File: src/rtl/x_demux_align.sv
// Pair-alignment stage behind the 80-to-40 MHz DDR demux: hunts a SYNC_A/SYNC_B training pair,
// picks straight or crossed slice pairing, verifies lock and counts training misses while locked.
module x_demux_align #(
  parameter int unsigned    WIDTH      = 8,
  parameter logic [WIDTH-1:0] SYNC_A   = 8'hBC,
  parameter logic [WIDTH-1:0] SYNC_B   = 8'h3C,
  parameter int unsigned    LOCK_COUNT = 4,
  parameter int unsigned    ERR_LIMIT  = 3,
  parameter int unsigned    CNT_WIDTH  = 8
) (
  input  logic                 clock,
  input  logic                 aclr,
  input  logic [WIDTH-1:0]     din1st,
  input  logic [WIDTH-1:0]     din2nd,
  input  logic                 train,
  input  logic                 resync,
  output logic [WIDTH-1:0]     dout1st,
  output logic [WIDTH-1:0]     dout2nd,
  output logic                 swap,
  output logic                 locked,
  output logic [CNT_WIDTH-1:0] err_cnt
);

  localparam logic [3:0] LockCnt = 4'(LOCK_COUNT);
  localparam logic [3:0] ErrLim  = 4'(ERR_LIMIT);

  typedef enum logic [1:0] {StHunt, StCheck, StLocked} state_e;

  state_e               state_q, state_d;
  logic [WIDTH-1:0]     p1st_q, p2nd_q;
  logic [WIDTH-1:0]     dout1st_q, dout1st_d;
  logic [WIDTH-1:0]     dout2nd_q, dout2nd_d;
  logic                 swap_q, swap_d;
  logic                 locked_q, locked_d;
  logic [CNT_WIDTH-1:0] err_cnt_q, err_cnt_d;
  logic [3:0]           match_cnt_q, match_cnt_d;
  logic [3:0]           miss_cnt_q, miss_cnt_d;

  logic       m_s, m_x, m_sel;
  logic [3:0] match_inc, miss_inc;

  // Straight pair is the registered slices; crossed pair spans the registered 2nd and live 1st.
  assign m_s       = (p1st_q == SYNC_A) && (p2nd_q == SYNC_B);
  assign m_x       = (p2nd_q == SYNC_A) && (din1st == SYNC_B);
  assign m_sel     = swap_q ? m_x : m_s;
  assign match_inc = match_cnt_q + 4'd1;
  assign miss_inc  = miss_cnt_q + 4'd1;

  always_ff @(posedge clock or posedge aclr) begin
    if (aclr) begin
      state_q <= StHunt;
    end else begin
      state_q <= state_d;
    end
  end

  always_comb begin
    state_d = state_q;
    if (resync) begin
      state_d = StHunt;
    end else if (train) begin
      unique case (state_q)
        StHunt: begin
          if (m_s || m_x) begin
            state_d = (LOCK_COUNT == 1) ? StLocked : StCheck;
          end
        end
        StCheck: begin
          if (!m_sel) begin
            state_d = StHunt;
          end else if (match_inc == LockCnt) begin
            state_d = StLocked;
          end
        end
        StLocked: begin
          if (!m_sel && (miss_inc == ErrLim)) begin
            state_d = StHunt;
          end
        end
        default: state_d = StHunt;
      endcase
    end
  end

  always_comb begin
    swap_d      = swap_q;
    locked_d    = locked_q;
    err_cnt_d   = err_cnt_q;
    match_cnt_d = match_cnt_q;
    miss_cnt_d  = miss_cnt_q;
    dout1st_d   = swap_q ? p2nd_q : p1st_q;
    dout2nd_d   = swap_q ? din1st : p2nd_q;

    if (resync) begin
      swap_d      = 1'b0;
      locked_d    = 1'b0;
      err_cnt_d   = '0;
      match_cnt_d = '0;
      miss_cnt_d  = '0;
    end else if (train) begin
      unique case (state_q)
        StHunt: begin
          // Straight wins when both pairings match (SYNC_A == SYNC_B).
          if (m_s || m_x) begin
            swap_d      = !m_s;
            match_cnt_d = 4'd1;
            if (LOCK_COUNT == 1) begin
              locked_d = 1'b1;
            end
          end
        end
        StCheck: begin
          if (m_sel) begin
            match_cnt_d = match_inc;
            if (match_inc == LockCnt) begin
              locked_d = 1'b1;
            end
          end else begin
            match_cnt_d = '0;
          end
        end
        StLocked: begin
          if (m_sel) begin
            miss_cnt_d = '0;
          end else begin
            miss_cnt_d = miss_inc;
            if (err_cnt_q != '1) begin
              err_cnt_d = err_cnt_q + CNT_WIDTH'(1);
            end
            if (miss_inc == ErrLim) begin
              miss_cnt_d = '0;
              locked_d   = 1'b0;
            end
          end
        end
        default: ;
      endcase
    end
  end

  always_ff @(posedge clock or posedge aclr) begin
    if (aclr) begin
      p1st_q      <= '0;
      p2nd_q      <= '0;
      dout1st_q   <= '0;
      dout2nd_q   <= '0;
      swap_q      <= 1'b0;
      locked_q    <= 1'b0;
      err_cnt_q   <= '0;
      match_cnt_q <= '0;
      miss_cnt_q  <= '0;
    end else begin
      p1st_q      <= din1st;
      p2nd_q      <= din2nd;
      dout1st_q   <= dout1st_d;
      dout2nd_q   <= dout2nd_d;
      swap_q      <= swap_d;
      locked_q    <= locked_d;
      err_cnt_q   <= err_cnt_d;
      match_cnt_q <= match_cnt_d;
      miss_cnt_q  <= miss_cnt_d;
    end
  end

  assign dout1st = dout1st_q;
  assign dout2nd = dout2nd_q;
  assign swap    = swap_q;
  assign locked  = locked_q;
  assign err_cnt = err_cnt_q;

endmodule

File: config.mk
export PLATFORM = sky130hd
export DESIGN_NAME = x_demux_align
export DESIGN_NICKNAME = d
export VERILOG_FILES = /design/src/rtl/x_demux_align.sv
export SDC_FILE = /design/constraint.sdc
export NUM_CORES = 1
export LEC_CHECK = 0
export CAP_MARGIN = 30
export CORE_UTILIZATION = 30
export DETAILED_ROUTE_END_ITERATION = 8
export SLEW_MARGIN = 0
export SYNTH_ARGS = -nofsm -noshare
export SYNTH_HDL_FRONTEND = slang
export SYNTH_SLANG_ARGS = --single-unit
File: constraint.sdc
create_clock -name clock -period 2.7 [get_ports clock]
set_input_delay 0.54 -clock clock [delete_from_list [all_inputs] [get_ports clock]]
set_output_delay 0.54 -clock clock [all_outputs]
set_load 0.01 [all_outputs]
# Word-level counts from Yosys, hierarchy flattened
# Index checks and enable logic that the tools add are counted.
dict set report word_totals {
  regBits 52
  input_bits 20
  out_inout_bits 26
  word_cells 86
}
dict set report classes {
  addsub 3
  n_eq_ne 17
  muxes 36
  reduce_logical 20
}
# cell count
set op_table {}
lappend op_table {{$mux 8} 7}
lappend op_table {{$mux 4} 9}
lappend op_table {{$ne 3x3->1 const B} 6}
lappend op_table {{$eq 8x6->1 const B} 2}
lappend op_table {{$eq 8x8->1 const B} 2}
lappend op_table {{$mux 2} 6}
lappend op_table {{$mux 1} 11}
lappend op_table {{$reduce_bool 2->1} 5}
lappend op_table {{$add 4x1->4 const B} 2}
lappend op_table {{$add 8x1->8 const B} 1}
lappend op_table {{$ne 8x8->1 const B} 1}
lappend op_table {{$pmux 4 s2} 1}
lappend op_table {{$reduce_and 4->1} 2}
lappend op_table {{$pmux 2 s3} 1}
lappend op_table {{$reduce_and 3->1} 2}
lappend op_table {{$reduce_and 6->1} 1}
lappend op_table {{$reduce_bool 3->1} 2}
lappend op_table {{$eq 4x2->1 const B} 1}
lappend op_table {{$eq 4x3->1 const B} 1}
lappend op_table {{$ne 4x4->1 const B} 1}
lappend op_table {{$logic_and 1x1->1} 3}
lappend op_table {{$eq 2x1->1 const B} 1}
lappend op_table {{$eq 2x2->1 const B} 1}
lappend op_table {{$logic_not 1->1} 2}
lappend op_table {{5 further kinds} 5}

# Longest topological paths before layout
# Gate-level depths: netlist of run 1.
dict set report depth {
  ltp_word 9
  ltp_mapped 7
  depth_no_buf 7
}

# Least setup slack after synthesis of run 1
# OpenSTA, ideal clock, no wires.
dict set report synth_timing {
  kind {flip-flop to flip-flop}
  from {reg swap_q, in the netlist swap}
  to {reg match_cnt_q[1]}
  setup_ns 0.078
  arrival_time_ns 1.884
  t_required_ns 2.622
  setup_slack_ns 0.738
  stages_incl_launch_ff 7
  n_path_buf 2
  period_less_slack_ns 1.962
  cell_sequence {dfrtp_1 buf_6 or4_1 a21o_1 buf_6 or3_1 a21oi_1}
}
dict set report synth_between {
  elab_chain_cells 5
}
# element line
set synth_rtl {}
lappend synth_rtl {{start, declared} 33} ;# logic swap_q, swap_d;
lappend synth_rtl {{start signal, assigned} 157} ;# swap_q <= swap_d;
lappend synth_rtl {{$mux 1} 45} ;# assign m_sel = swap_q ? m_x : m_s;
lappend synth_rtl {{$mux 4} 113} ;# if (m_sel) begin
lappend synth_rtl {{$pmux 4 s2} 101} ;# unique case (state_q)
lappend synth_rtl {{$mux 4} 100} ;# end else if (train) begin
lappend synth_rtl {{$mux 4} 94} ;# if (resync) begin
lappend synth_rtl {{end signal, assigned} 160} ;# match_cnt_q <= match_cnt_d;
lappend synth_rtl {{end, declared} 36} ;# logic [3:0] match_cnt_q, match_cnt_d;
# Every way passes these cells. The select of a mux whose other input is x is not followed.
# A chain may end at the register's enable or synchronous reset.

# Worst setup path in the final report of run 1
dict set report layout_timing {
  from {in din1st[3]}
  to {reg state_q[0]}
}
dict set report layout_between {
  elab_chain_cells 7
  word_cells_on_any_way 14
  cone_classes {eq/ne: 4; mux: 5; reduce/logical: 5}
}
# element line
set layout_rtl {}
lappend layout_rtl {{start, declared} 13} ;# input logic [WIDTH-1:0] din1st,
lappend layout_rtl {{$eq 8x6->1 (*)} 44} ;# assign m_x = (p2nd_q == SYNC_A) && (din1st == SYNC_B);
lappend layout_rtl {{$logic_and 1x1->1 (*)} 44}
lappend layout_rtl {{$mux 1} 45}
lappend layout_rtl {{$mux 2 or $logic_not 1->1 (tied branches)} {69, 76}}
lappend layout_rtl {{$pmux 2 s3 or $logic_and 1x1->1 (tied branches)} {62, 76}}
lappend layout_rtl {{$mux 2 or $ne 3x3->1 (tied branches)} --}
lappend layout_rtl {{$mux 2 or $reduce_and 4->1 (tied branches)} --}
lappend layout_rtl {{end signal, assigned} 51} ;# state_q <= StHunt;
lappend layout_rtl {{end signal, assigned} 53} ;# state_q <= state_d;
lappend layout_rtl {{end, declared} 29} ;# state_e state_q, state_d;
# Mark *: on every way between the ends. The rest lies on a longest branch, timed or not. The select of a mux whose other input is x is not followed.

==> results by group, run 1 <==
Placed design
  – Routability cong.: 0.757
  – Detailed placement HPWL: between 3 and 4 mm
  – Port bufs: 45

Route
  – DRC: 0
  – Routed WL per cell: approximately 13 um
  – DR pass1 iterations: 4
  – Routed wire length: roughly 4.6 mm
  – Via Count: 1,651
  – Routed vias/inst: around 4.7
  – Iteration-0 DRC Markers: 77
  – Number of routed nets with antenna violations: 0

Yosys
  – Number of synthesized flops with an enable pin: 0
  – Synthesis warning total: 0
  – Top-count cell post-synth: dfrtp_1
  – Ys async rst share: 100%
  – Top FF cell, synth: dfrtp_1
  – Sequential cell area fraction in the yosys report: a little under three fifths
  – Count of different cell masters after synthesis: 46
  – Syn Nets: about 220
  – Cell Area, Synth: 2290 um^2
  – Synth Instances: 196
  – Synth Register Bits: between 50 and 60
  – Synth area leaders: dfrtp_1 (57%), mux2_2 (7.9%), ha_1 (2.7%)
  – Post-synth top area share: a little under three fifths
  – Post-synth top cells: dfrtp_1 (52), mux2_2 (16), nand2_1 (16), a21oi_1 (9)
  – Synth area leader: dfrtp_1
  – Synth Area per Inst: between 10 and 15 um^2

Die
  – Die X: approximately 89 um
  – Initial cell density of the core: 31.3%
  – Placement Rows: 31
  – Die height: ~90 um
  – CORE AREA: 7330 um^2
  – Die ar.: approximately 8000 um^2
  – Io pins: 46

Critical path
  – Worst-path maximum fanout: 9
  – Worst setup EP type: flip-flop
  – Classification of the worst setup path: input pin to flip-flop
  – Setup crit start kind: input pin
  – Worst path required time: a little under 3000 ps
  – Arrival time worst endpoint: 2590 ps

Clocking
  – CTS resizes: 0
  – CTS buffer count: 5
  – CTS max path bufs: 2
  – CTS tree: yes
  – CTS sink count: 52
  – CTS clk-pin slew, worst paths: 100 ps
  – Post-CTS Setup Bufs: 0
  – Hold_buf cts: 0
  – Root buffer selected by CTS: clkbuf_8
  – H-Tree Depth: 2
  – Clk Latency, worst-skew pair: 300 ps

GRT
  – Largest net degree at the start of global routing: between 50 and 60
  – GRT Total Usage: between 10% and 20%
  – GRT overflow: 0
  – Vias in the first global route: approximately 1,700
  – Initial antenna violation count: 0
  – Global-route wire length before repair: ~7.8 mm

Cells and area
  – Fin nets: 278
  – Layout cells sized above 1: around 15%
  – Ant diodes: 0
  – Synthesis-to-finish area growth: 30.7%

STA
  – Clock skew: ~3.7 ps
  – Final hold vios: 0
  – Fmax: about 430 MHz
  – # setup viols final: 0
  – Tightest Pin Transition: 654 ps
  – Final min period: roughly 2300 ps
  – Slew Viols, Final: 0
  – Period utilization: around 87%
  – Setup_tns: 0 ps
  – Max_slew headroom: between 50% and 60%
  – RSZ-0062 raised after global routing: false

Power and ir drop
  – Peak supply drop: between 0.0002 and 0.00025 V
  – Leak pwr: about 1.2 nW
  – Total power draw: 1.54 mW
  – Power Dens Cells: 512 nW/um^2

Run
  – Max-cap viol count: 0

Outcome
  – Status: complete, no violations

Worst hold path
  – Worst hold path type: flip-flop to flip-flop
-- layout make-up --
class / count / area (um^2)
Sequential cell: 52 / 1300
Fill cell: 690 / 4330
Multi-Input combinational cell: 134 / 940
Inverter: 5 / 18.8
Tap cell: 99 / 124
Clock buffer: 6 / 72.6
Timing Repair Buffer: 55 / 526
Clock inverter: 2 / 16.3
-- flip-flops by register name (all words and copies together), names as in the netlist --
signal       count
locked           1
p2nd_q           8
dout2nd          8
swap             1
miss_cnt_q       4
dout1st          8
p1st_q           8
match_cnt_q      4
state_q          2
err_cnt          8
-- cell usage in the layout (no fill, tap or decap), types with 2 or more instances in the layout --
cell type / count
a21o_1: 3
a21oi_1: 9
a31oi_1: 4
and2_1: 2
and3_1: 5
buf_4: 10
clkbuf_8: 5
clkdlybuf4s50_1: 45
dfrtp_1: 52
ha_1: 5
inv_1: 4
mux2_2: 16
nand2_1: 16
nand2b_1: 3
nand3_1: 7
nor2_1: 8
nor2b_1: 6
nor3_1: 2
nor4_1: 2
nor4bb_1: 3
o211ai_1: 2
o21a_1: 2
o21ai_0: 8
o31ai_1: 2
or3_1: 4
xor2_1: 4
-- kinds of logic after synthesis --
| kind of cell | Yosys count | synth area share (%) |
|---|---|---|
| compound gates | 40 | 11.7 |
| mux | 17 | 8.29 |
| flops | 52 | 56.7 |
| fa+ha+maj | 5 | 2.73 |
| buf+inv | 10 | 2.29 |
| simple gates | 68 | 16.7 |
| xor+xnor | 4 | 1.53 |
-- routing by layer --
layer | vias to the layer above | share of wire [%] | GRT usage [%]
li1 | 826 | - | -
met1 | 792 | 49 | 17.9
met2 | 28 | 47 | 19.6
met3 | 5 | 3.6 | 3.32
met4 | 0 | 1.2 | 3.75
met5 | - | 0 | 0
-- final timing paths --
kind                       cells past startpoint                 from                endpoint  slack, ps
setup / recovery                               7            din1st[3]  state_q[0]$_DFFE_PP0P_        350
hold / removal                                 1  p1st_q[0]$_DFF_PP0_    dout1st[0]$_DFF_PP0_        510
setup reg to reg                               6  p2nd_q[7]$_DFF_PP0_  state_q[0]$_DFFE_PP0P_        560
hold reg to reg                                1  p1st_q[0]$_DFF_PP0_    dout1st[0]$_DFF_PP0_        510
max in group asynchronous                      3                 aclr  err_cnt[4]$_DFFE_PP0P_       1540
min in group asynchronous                      3                 aclr     p2nd_q[6]$_DFF_PP0_        720
-- critical path: stages --
cell	delay, ps
clkdlybuf4s50_1	500
nor4bb_1	400
nand4_1	140
a21o_1	300
nand2b_1	180
a2111oi_0	400
a21o_1	120
-- where the power goes --
part	internal (mW)	switching [mW]
combinational	0.117	0.0974
clock	0.185	0.266
sequential	0.826	0.0444
-- stage by stage --
stage	util [%]	setup WS (ps)	area (um^2)	hold WS, ps	std cells
final	40.9	355	3000	510	353
after global routing	40.9	154	3000	531	353
after CTS	40.9	375	3000	515	353
after detailed placement	39.7	63.9	2910	491	345
after global placement	39.7	87.6	2910	492	345
after floorplan	-	738	2290	471	196
Note: power is estimated with default switching activity, not from simulation.
==> run 2, diff against run 1 <==
Settings changed: HOLD_SLACK_MARGIN set to 0.03.
==> results of run 2 <==
The final DEF is identical to that of run 1; final timing and power are the same.
==> run 3, diff against run 2 <==
Settings changed: ABC_CLOCK_PERIOD_IN_PS set to 2700.
==> results of run 3 <==
The final DEF is identical to that of run 1; final timing and power are the same.
